`config.mk`:
```
export PLATFORM = sky130hd
export DESIGN_NAME = led_fade_sequencer
export DESIGN_NICKNAME = d
export VERILOG_FILES = /design/src/rtl/led_seq_pkg.sv /design/src/rtl/led_seq_tick_gen.sv /design/src/rtl/led_fade_sequencer.sv
export SDC_FILE = /design/constraint.sdc
export NUM_CORES = 1
export LEC_CHECK = 0
export CAP_MARGIN = 30
export CORE_MARGIN = 10
export CORE_UTILIZATION = 54
export DETAILED_ROUTE_END_ITERATION = 10
export GPL_TIMING_DRIVEN = 0
export PLACE_DENSITY = 0.77
export RECOVER_POWER = 100
export SYNTH_ARGS = -nofsm -noshare
export SYNTH_HDL_FRONTEND = slang
export SYNTH_SLANG_ARGS = --single-unit
```
`constraint.sdc`:
```
create_clock -name clk -period 4.47 [get_ports clk]
set_input_delay 0.447 -clock clk [delete_from_list [all_inputs] [get_ports clk]]
set_output_delay 0.447 -clock clk [all_outputs]
set_load 0.02 [all_outputs]
```
`src/rtl/led_seq_pkg.sv`:
```
// Shared definitions for the LED chase-fade sequencer: FSM state encoding
// and a constant-evaluable ceiling-log2 helper for sizing index registers.
package led_seq_pkg;

  typedef enum logic [1:0] {
    ST_IDLE      = 2'd0,
    ST_RAMP_UP   = 2'd1,
    ST_HOLD      = 2'd2,
    ST_RAMP_DOWN = 2'd3
  } state_e;

  // Ceiling log2; clog2(1) == 0, clog2(4) == 2, clog2(5) == 3.
  function automatic int clog2(input int value);
    int r;
    int v;
    r = 0;
    v = value - 1;
    while (v > 0) begin
      r = r + 1;
      v = v >> 1;
    end
    return r;
  endfunction

endpackage

```
`src/rtl/led_seq_tick_gen.sv`:
```
// Step-rate prescaler for the fade sequencer. Free-runs over 0..2^DIV_LEN-1
// while not cleared and flags the terminal count as a one-cycle tick; the
// counter wraps naturally at all-ones. Clear holds the count at zero and
// masks the tick.
module led_seq_tick_gen #(
  parameter int DIV_LEN = 22
) (
  input  logic clk,
  input  logic rst_n,
  input  logic clr_i,
  output logic tick_o
);

  logic [DIV_LEN-1:0] cnt_q;

  // Prescaler count: held at zero when cleared, otherwise increments and wraps.
  always_ff @(posedge clk or negedge rst_n) begin
    if (!rst_n) begin
      cnt_q <= '0;
    end else if (clr_i) begin
      cnt_q <= '0;
    end else begin
      cnt_q <= cnt_q + DIV_LEN'(1);
    end
  end

  assign tick_o = !clr_i && (cnt_q == '1);

endmodule

```
`src/rtl/led_fade_sequencer.sv`:
```
// Single-channel chase-fade sequencer driving the compare inputs of a pwm_1
// array. The active channel ramps 0->MAX, holds HOLD_TICKS steps, ramps back
// to 0, then the next channel takes over. All outputs are registered.
// Optional build macro: LED_FADE_SEQ_LOOP_EN -- when defined the sequence
// wraps from the last channel back to channel 0 and runs until stop; when
// undefined it returns to IDLE with a one-cycle done pulse.
module led_fade_sequencer
  import led_seq_pkg::*;
#(
  parameter int NUM_CH     = 8,
  parameter int CTR_LEN    = 3,
  parameter int DIV_LEN    = 22,
  parameter int HOLD_TICKS = 4
) (
  input  logic                           clk,
  input  logic                           rst_n,
  input  logic                           start,
  input  logic                           stop,
  output logic                           busy,
  output logic                           done,
  output logic [clog2(NUM_CH)-1:0]       active_ch,
  output logic [NUM_CH*CTR_LEN-1:0]      compare_bus
);

  localparam int CH_W      = clog2(NUM_CH);
  localparam int HOLD_W    = (HOLD_TICKS > 0) ? clog2(HOLD_TICKS + 1) : 1;
  localparam int HOLD_LAST = (HOLD_TICKS > 0) ? HOLD_TICKS - 1 : 0;
  localparam logic [CTR_LEN-1:0] LVL_MAX = '1;
  localparam logic [CH_W-1:0]    CH_LAST = CH_W'(NUM_CH - 1);

  // Level steps saturate at the ends so a stray tick can never wrap the LED.
  function automatic logic [CTR_LEN-1:0] sat_inc(input logic [CTR_LEN-1:0] lvl);
    return (lvl == LVL_MAX) ? LVL_MAX : lvl + CTR_LEN'(1);
  endfunction

  function automatic logic [CTR_LEN-1:0] sat_dec(input logic [CTR_LEN-1:0] lvl);
    return (lvl == '0) ? '0 : lvl - CTR_LEN'(1);
  endfunction

  state_e                    state_q, state_d;
  logic [CTR_LEN-1:0]        level_q, level_d;
  logic [HOLD_W-1:0]         hold_q, hold_d;
  logic [CH_W-1:0]           ch_q, ch_d;
  logic                      busy_q, busy_d;
  logic                      done_q, done_d;
  logic [NUM_CH*CTR_LEN-1:0] cmp_q, cmp_d;

  logic accept;
  logic tick;
  logic presc_clr;

  // A start is taken only from IDLE and only when stop is not also asserted.
  assign accept    = (state_q == ST_IDLE) && start && !stop;
  // The prescaler runs from the accepting cycle onward so the first step lands
  // exactly 2^DIV_LEN cycles later; it is parked at zero whenever idle or stopping.
  assign presc_clr = !(busy_q || accept) || stop;

  led_seq_tick_gen #(
    .DIV_LEN (DIV_LEN)
  ) u_tick_gen (
    .clk    (clk),
    .rst_n  (rst_n),
    .clr_i  (presc_clr),
    .tick_o (tick)
  );

  // Next-state logic: FSM transitions, level/hold/channel updates, compare bus image.
  always_comb begin
    state_d = state_q;
    level_d = level_q;
    hold_d  = hold_q;
    ch_d    = ch_q;
    busy_d  = busy_q;
    done_d  = 1'b0;
    cmp_d   = '0;

    if (stop) begin
      state_d = ST_IDLE;
      level_d = '0;
      hold_d  = '0;
      ch_d    = '0;
      busy_d  = 1'b0;
    end else begin
      case (state_q)
        ST_IDLE: begin
          if (start) begin
            state_d = ST_RAMP_UP;
            level_d = '0;
            hold_d  = '0;
            ch_d    = '0;
            busy_d  = 1'b1;
          end
        end

        ST_RAMP_UP: begin
          if (tick) begin
            level_d = sat_inc(level_q);
            if (level_d == LVL_MAX) begin
              hold_d  = '0;
              state_d = (HOLD_TICKS > 0) ? ST_HOLD : ST_RAMP_DOWN;
            end
          end
        end

        ST_HOLD: begin
          if (tick) begin
            if (hold_q == HOLD_W'(HOLD_LAST)) begin
              hold_d  = '0;
              state_d = ST_RAMP_DOWN;
            end else begin
              hold_d = hold_q + HOLD_W'(1);
            end
          end
        end

        ST_RAMP_DOWN: begin
          if (tick) begin
            level_d = sat_dec(level_q);
            if (level_d == '0) begin
              if (ch_q != CH_LAST) begin
                ch_d    = ch_q + CH_W'(1);
                state_d = ST_RAMP_UP;
              end else begin
`ifdef LED_FADE_SEQ_LOOP_EN
                ch_d    = '0;
                state_d = ST_RAMP_UP;
`else
                ch_d    = '0;
                state_d = ST_IDLE;
                busy_d  = 1'b0;
                done_d  = 1'b1;
`endif
              end
            end
          end
        end

        default: begin
          state_d = ST_IDLE;
          level_d = '0;
          hold_d  = '0;
          ch_d    = '0;
          busy_d  = 1'b0;
        end
      endcase
    end

    for (int i = 0; i < NUM_CH; i++) begin
      if (ch_d == CH_W'(i)) begin
        cmp_d[i*CTR_LEN +: CTR_LEN] = level_d;
      end
    end
  end

  // State and output registers; reset returns everything to the idle image at once.
  always_ff @(posedge clk or negedge rst_n) begin
    if (!rst_n) begin
      state_q <= ST_IDLE;
      level_q <= '0;
      hold_q  <= '0;
      ch_q    <= '0;
      busy_q  <= 1'b0;
      done_q  <= 1'b0;
      cmp_q   <= '0;
    end else begin
      state_q <= state_d;
      level_q <= level_d;
      hold_q  <= hold_d;
      ch_q    <= ch_d;
      busy_q  <= busy_d;
      done_q  <= done_d;
      cmp_q   <= cmp_d;
    end
  end

  assign busy        = busy_q;
  assign done        = done_q;
  assign active_ch   = ch_q;
  assign compare_bus = cmp_q;

endmodule

```
# After elaboration in Yosys (flattened, before gate mapping)
# Index checks and enable logic that the tools add are counted.
classes:
  addsub: 5
  eq_ne: 23
  muxes: 50
  n_reduce_logical: 17
ops:
  columns: ["operator", "n"]
  rows:
  - ["$mux 3", 25]
  - ["$ne 3x3->1 const B", 9]
  - ["$add 22x1->22 const B", 1]
  - ["$eq 22x22->1 const B", 1]
  - ["$mux 22", 1]
  - ["$eq 3x3->1 const B", 6]
  - ["$pmux 3 s3", 2]
  - ["$mux 2", 8]
  - ["$mux 1", 11]
  - ["$reduce_and 5->1", 2]
  - ["$add 3x1->3 const B", 3]
  - ["$eq 3x2->1 const B", 3]
  - ["$logic_not 3->1", 3]
  - ["$pmux 2 s4", 1]
  - ["$reduce_and 7->1", 1]
  - ["$pmux 3 s2", 1]
  - ["$eq 2x2->1 const B", 2]
  - ["$reduce_bool 4->1", 1]
  - ["$eq 3x1->1 const B", 1]
  - ["$logic_and 1x1->1", 3]
  - ["$logic_not 1->1", 3]
  - ["$reduce_bool 3->1", 1]
  - ["$sub 3x1->3 const B", 1]
  - ["$eq 2x1->1 const B", 1]
  - ["3 further kinds", 4]
word_totals:
  regBits: 59
  input_bits: 4
  output_inout_bits: 29

# Logic depth before layout (Yosys ltp)
logic_depth:
  word_depth: 13
  ltp_mapped: 9

# Hierarchy
# A second synthesis with hierarchy kept.
hier_totals:
  cells_unflattened: 294
  area_unflattened_um2: 3005.4
by_module_without_submodules:
  columns: ["mod", "n_inst", "cells_per_inst", "area_per_inst_um2"]
  rows:
  - ["led_fade_sequencer", 1, 184, 1925.6]
  - ["led_seq_tick_gen", 1, 110, 1079.8]

# Least setup slack after synthesis
# OpenSTA, ideal clock, no wires.
synth_timing:
  path_type: "reg-to-reg"
  from: "register state_q[0]"
  to: "register cmp_q[0], in the netlist compare_bus[0]"
  t_arrival_ps: 2116
  required_time_ps: 4333
  path_slack_ps: 2217
  path_stages_with_launch: 9
  n_path_buf: 0
  period_less_slack_ps: 2253
  cell_sequence: "dfrtp_1 -> inv_1 -> ha_1 -> a21oi_1 -> nor4_1 -> a31oi_1 -> o31a_1 -> a22oi_4 -> nor3_1"
synth_via:
  elab_chain_cells: 13
synth_lines:
  columns: ["item", "line", "rtl"]
  rows:
  - ["start, declared", "led_fade_sequencer.sv:40", "state_e state_q, state_d;"]
  - ["start signal, assigned", "led_fade_sequencer.sv:166", "state_q <= state_d;"]
  - ["$logic_not 2->1", "led_fade_sequencer.sv:53, led_fade_sequencer.sv:84", null]
  - ["$logic_and 1x1->1 (2 in a row)", "led_fade_sequencer.sv:53", "assign accept = (state_q == ST_IDLE) && start && !stop;"]
  - ["$logic_or 1x1->1", "led_fade_sequencer.sv:56", "assign presc_clr = !(busy_q || accept) || stop;"]
  - ["$logic_not 1->1", "led_fade_sequencer.sv:56", null]
  - ["$logic_or 1x1->1", "led_fade_sequencer.sv:56", null]
  - ["$logic_not 1->1", "led_seq_tick_gen.sv:27", "assign tick_o = !clr_i && (cnt_q == '1);"]
  - ["$logic_and 1x1->1", "led_seq_tick_gen.sv:27", null]
  - ["$mux 3", "led_fade_sequencer.sv:117", "if (tick) begin"]
  - ["$pmux 3 s2", "led_fade_sequencer.sv:84", "case (state_q)"]
  - ["$mux 3", "led_fade_sequencer.sv:77", "if (stop) begin"]
  - ["$logic_not 3->1", "led_fade_sequencer.sv:149", "if (ch_d == CH_W'(i)) begin"]
  - ["$mux 3 (*)", "led_fade_sequencer.sv:149", null]
  - ["net cmp_d[0]", "led_fade_sequencer.sv:46", "logic [NUM_CH*CTR_LEN-1:0] cmp_q, cmp_d;"]
  - ["end signal, assigned", "led_fade_sequencer.sv:172", "cmp_q <= cmp_d;"]
  - ["end, declared", "led_fade_sequencer.sv:46", null]
# The timed path passes the listed nets; every way through them passes the cells marked *.
# A chain may end at the register's enable or synchronous reset.

# Final worst setup path
layout_timing:
  from: "register state_q[0]"
  to: "register cmp_q[13], in the netlist compare_bus[13]"
layout_via:
  elab_chain_cells: 13
layout_lines:
  columns: ["item", "line"]
  rows:
  - ["$logic_not 2->1", "led_fade_sequencer.sv:53, led_fade_sequencer.sv:84"]
  - ["$logic_and 1x1->1 (2 in a row)", "led_fade_sequencer.sv:53"]
  - ["$logic_or 1x1->1", "led_fade_sequencer.sv:56"]
  - ["$logic_not 1->1", "led_fade_sequencer.sv:56"]
  - ["$logic_or 1x1->1", "led_fade_sequencer.sv:56"]
  - ["$logic_not 1->1", "led_seq_tick_gen.sv:27"]
  - ["$logic_and 1x1->1", "led_seq_tick_gen.sv:27"]
  - ["$mux 3", "led_fade_sequencer.sv:117"]
  - ["$pmux 3 s2", "led_fade_sequencer.sv:84"]
  - ["$mux 3", "led_fade_sequencer.sv:77"]
  - ["$eq 3x3->1", "led_fade_sequencer.sv:149"]
  - ["$mux 3 (*)", "led_fade_sequencer.sv:149"]
  - ["net cmp_d[13]", "led_fade_sequencer.sv:46"]
# Marks and branches as above.

==> impl_metrics.csv <==
group,metric,value,unit
status,status,"complete, but fails checks",
status,violations,"max-capacitance violations, max-slew violations",
sta,slew_violations,34,
placed_design,gp_congestion,0.797,
global_routing,grt_start_max_net_pins,34,
critical_path,cp-end-kind,"flip-flop",
pwr,power.leakage,1.65,nW
critical_path,cp_data_required_time,4.66,ns
cts,cts_inserted_buffers,9,
sta,fin_ws,1.08,ns
global_routing,grt_first_pass_wirelength,11300,µm
critical_path,critical_path_buf_inv_count,1,
sta,max_freq,295,MHz
floorplan,die_w,93.9,µm
critical_path,crit_path_max_incr_delay,0.87,ns
synthesis,avgSynthCellArea,10.5,µm²
floorplan,rows,26,
sta,finalHoldViolations,0,
route,drt_iter0_drc,158,
min_path,min_path_type,"input port to async pin",
synthesis,seq_area_frac_synth,50.1,%
sta,finalSetupViolations,0,
route,drc,0,
route,drtAntennaViolNets,0,
critical_path,worstPathCellList,"inv_1 -> ha_1 -> a21oi_1 -> nor4_1 -> a21boi_0 -> o211a_1 -> o211ai_1 -> nor3_1",
route,routed_wl,6360,µm
placed_design,dp_slack,1.64,ns
synthesis,synth_cell_types,57,
synthesis,synth_fp_nets,296,
route,viasPerCell,5.54,
synthesis,synth_edf_count,0,
global_routing,antenna_found_initial,0,
sta,period_share,75.8,%
cts,cts_tree,"built",
sta,skew,0.00800,ns
global_routing,grtUsageTotal,15.9,%
sta,slew_headroom,-12.7,%
critical_path,critPathKind,"flip-flop to flip-flop",
synthesis,synth_top_area_share,50.1,%
sta,rsz0062_at_grt,"false",
cts,cts_num_sinks,59,
pwr,power_density,393,mW/mm²
critical_path,cp_top_family,"compound AO/OA/AOI/OAI gates",
sta,worst_slew_pin_slew,1.69,ns
floorplan,die_h,93.9,µm
final_layout,layout.cells.non_filler,400,
critical_path,critical_path_arrival,3.58,ns
cts,cts_resized,0,
synthesis,syn_area,0.00295,mm²
critical_path,cp_slowest_cell,"nor4_1",
route,drtPass1Iterations,4,
critical_path,startpoint_type,"flip-flop",
synthesis,synth_ff_type,"dfrtp_1",
synthesis,synth_top_cell_by_area,"dfrtp_1",
placed_design,dp_hpwl,4560,µm
pwr,vdd_ir_drop_max,0.234,mV
cts,clockBufferDepth,2,
placed_design,dp.cells,384,
placed_design,place_area,0.00337,mm²
cts,clk_latency,0.34,ns
final_layout,area_delta_synth_final,19.6,%
cts,cts_root_buf,"clkbuf_8",
critical_path,r2r_setup_slack,1.08,ns
cts,cts_hold_buf,0,
floorplan,io_pins,33,
global_routing,first_global_vias,2291,
cts,htreeDepth,3,
final_layout,nets,340,
final_layout,final_cell_area,0.00352,mm²
cts,cts_setup_buffers,0,
synthesis,async_reset_ff_share,100,%
floorplan,initial_core_util,56.6,%
job,maxCapViolCount,1,
cts,path_clk_slew,0.07,ns
final_layout,n_antenna_cell,0,
final_layout,multiInputGateArea,0.00134,mm²
synthesis,ys_ff_latch,59,
synthesis,synth.top_cells.by_area,"dfrtp_1 50%, ha_1 4.7%, nor2_1 4.3%, xor2_1 3.9%, nor3_1 3.7%",
synthesis,yosysWarningCount,0,
sta,min_period,3.39,ns
final_layout,ff_latch_area,0.00148,mm²
route,vias,2216,
route,routedWlPerCell,15.9,µm
global_routing,overflow,0,
floorplan,die_area,0.00881,mm²
final_layout,fillers,427,
placed_design,port_buffers,32,
critical_path,worstPathMaxFanout,7,
final_layout,final_layout_size_suffix_gt1_share,8.79,%
floorplan,core_area,0.00520,mm²
sta,setup-tns-final,0,ns
synthesis,postSynthCellCount,281,
final cells by class:
class	count	area share [%]
Multi-Input combinational cell	201	37.9
Sequential cell	59	41.9
Inverter	14	1.63
Clock inverter	7	2.84
Timing Repair Buffer	33	9.02
Clock buffer	9	3.51
Buffer	7	0.745
Tap cell	70	2.48
routing by layer:
layer | routed length (µm) | track usage, % | share of wire (%) | vias to the layer above
li1 | - | - | - | 1079
met1 | 2970 | 20.6 | 47 | 1086
met2 | 3030 | 24.3 | 48 | 41
met3 | 252 | 4.00 | 4.0 | 10
met4 | 98 | 7.34 | 1.5 | 0
met5 | 0 | 0 | 0 | -
Yosys cell counts (2+ instances only):
cell type / n
dfrtp_1: 59
nor2_1: 34
nor3_1: 22
nand2_1: 15
inv_1: 13
xor2_1: 13
ha_1: 11
a21oi_1: 10
nand3_1: 10
nor2b_1: 9
nand4_1: 8
o21ai_0: 8
clkbuf_1: 6
xnor2_1: 5
and3_1: 3
o211ai_1: 3
a21boi_2: 2
a21o_1: 2
a22oi_1: 2
a22oi_4: 2
and4_1: 2
nand2b_1: 2
nand4_4: 2
nor3b_1: 2
nor4_4: 2
or2_2: 2
or3_1: 2
registers in the layout (all words and copies together) (netlist names):
register	flops
busy	1
hold_q	3
level_q	3
u_tick_gen.cnt_q	22
active_ch	3
state_q	2
compare_bus	24
done	1
cell families after synthesis:
| logic type | after synthesis | share of synthesized area, % |
|---|---|---|
| muxes | 2 | 0.722 |
| DFF | 59 | 50.1 |
| and+or+nand+nor | 127 | 24.8 |
| AOI/OAI and AO/OA | 43 | 11.5 |
| adders and majority gates | 11 | 4.67 |
| xor gates and xnor gates | 18 | 5.35 |
| buffers and inverters | 21 | 2.84 |
stage by stage:
step,hold slack [ns],utilization (%),total power [mW]
global placement,0.471,64.4,0.846
detailed placement,0.491,64.7,0.856
global route,0.553,67.7,1.46
CTS,0.135,69.0,1.40
floorplan,0.151,-,0.777
finish,0.427,67.7,1.39
report_power, final:
part | internal, mW | switching (mW) | total [mW]
clock | 0.318 | 0.230 | 0.548
sequential | 0.551 | 0.0187 | 0.570
combinational | 0.0890 | 0.180 | 0.269
placed cells by master, fill, tap and decap left out, types with 8 or more instances in the layout:
cell / n
dlygate4sd3_1: 30
clkbuf_8: 9
inv_1: 13
xor2_1: 13
nor2b_1: 9
ha_1: 11
o21ai_0: 8
nor2_1: 34
nand2_1: 15
nor3_1: 22
dfrtp_1: 59
nand3_1: 11
nand4_1: 8
a21oi_1: 10
clkbuf_1: 8
final timing paths:
kind,cells after the start,to,startpoint
setup / recovery,8,compare_bus[13],state_q[0]
hold / removal,1,u_tick_gen.cnt_q[0],rst_n
setup reg to reg,8,compare_bus[13],state_q[0]
hold reg to reg,1,u_tick_gen.cnt_q[0],u_tick_gen.cnt_q[0]
max in group asynchronous,2,compare_bus[1],rst_n
min in group clk,1,u_tick_gen.cnt_q[0],u_tick_gen.cnt_q[0]
Power figures use the tool's default switching activity.
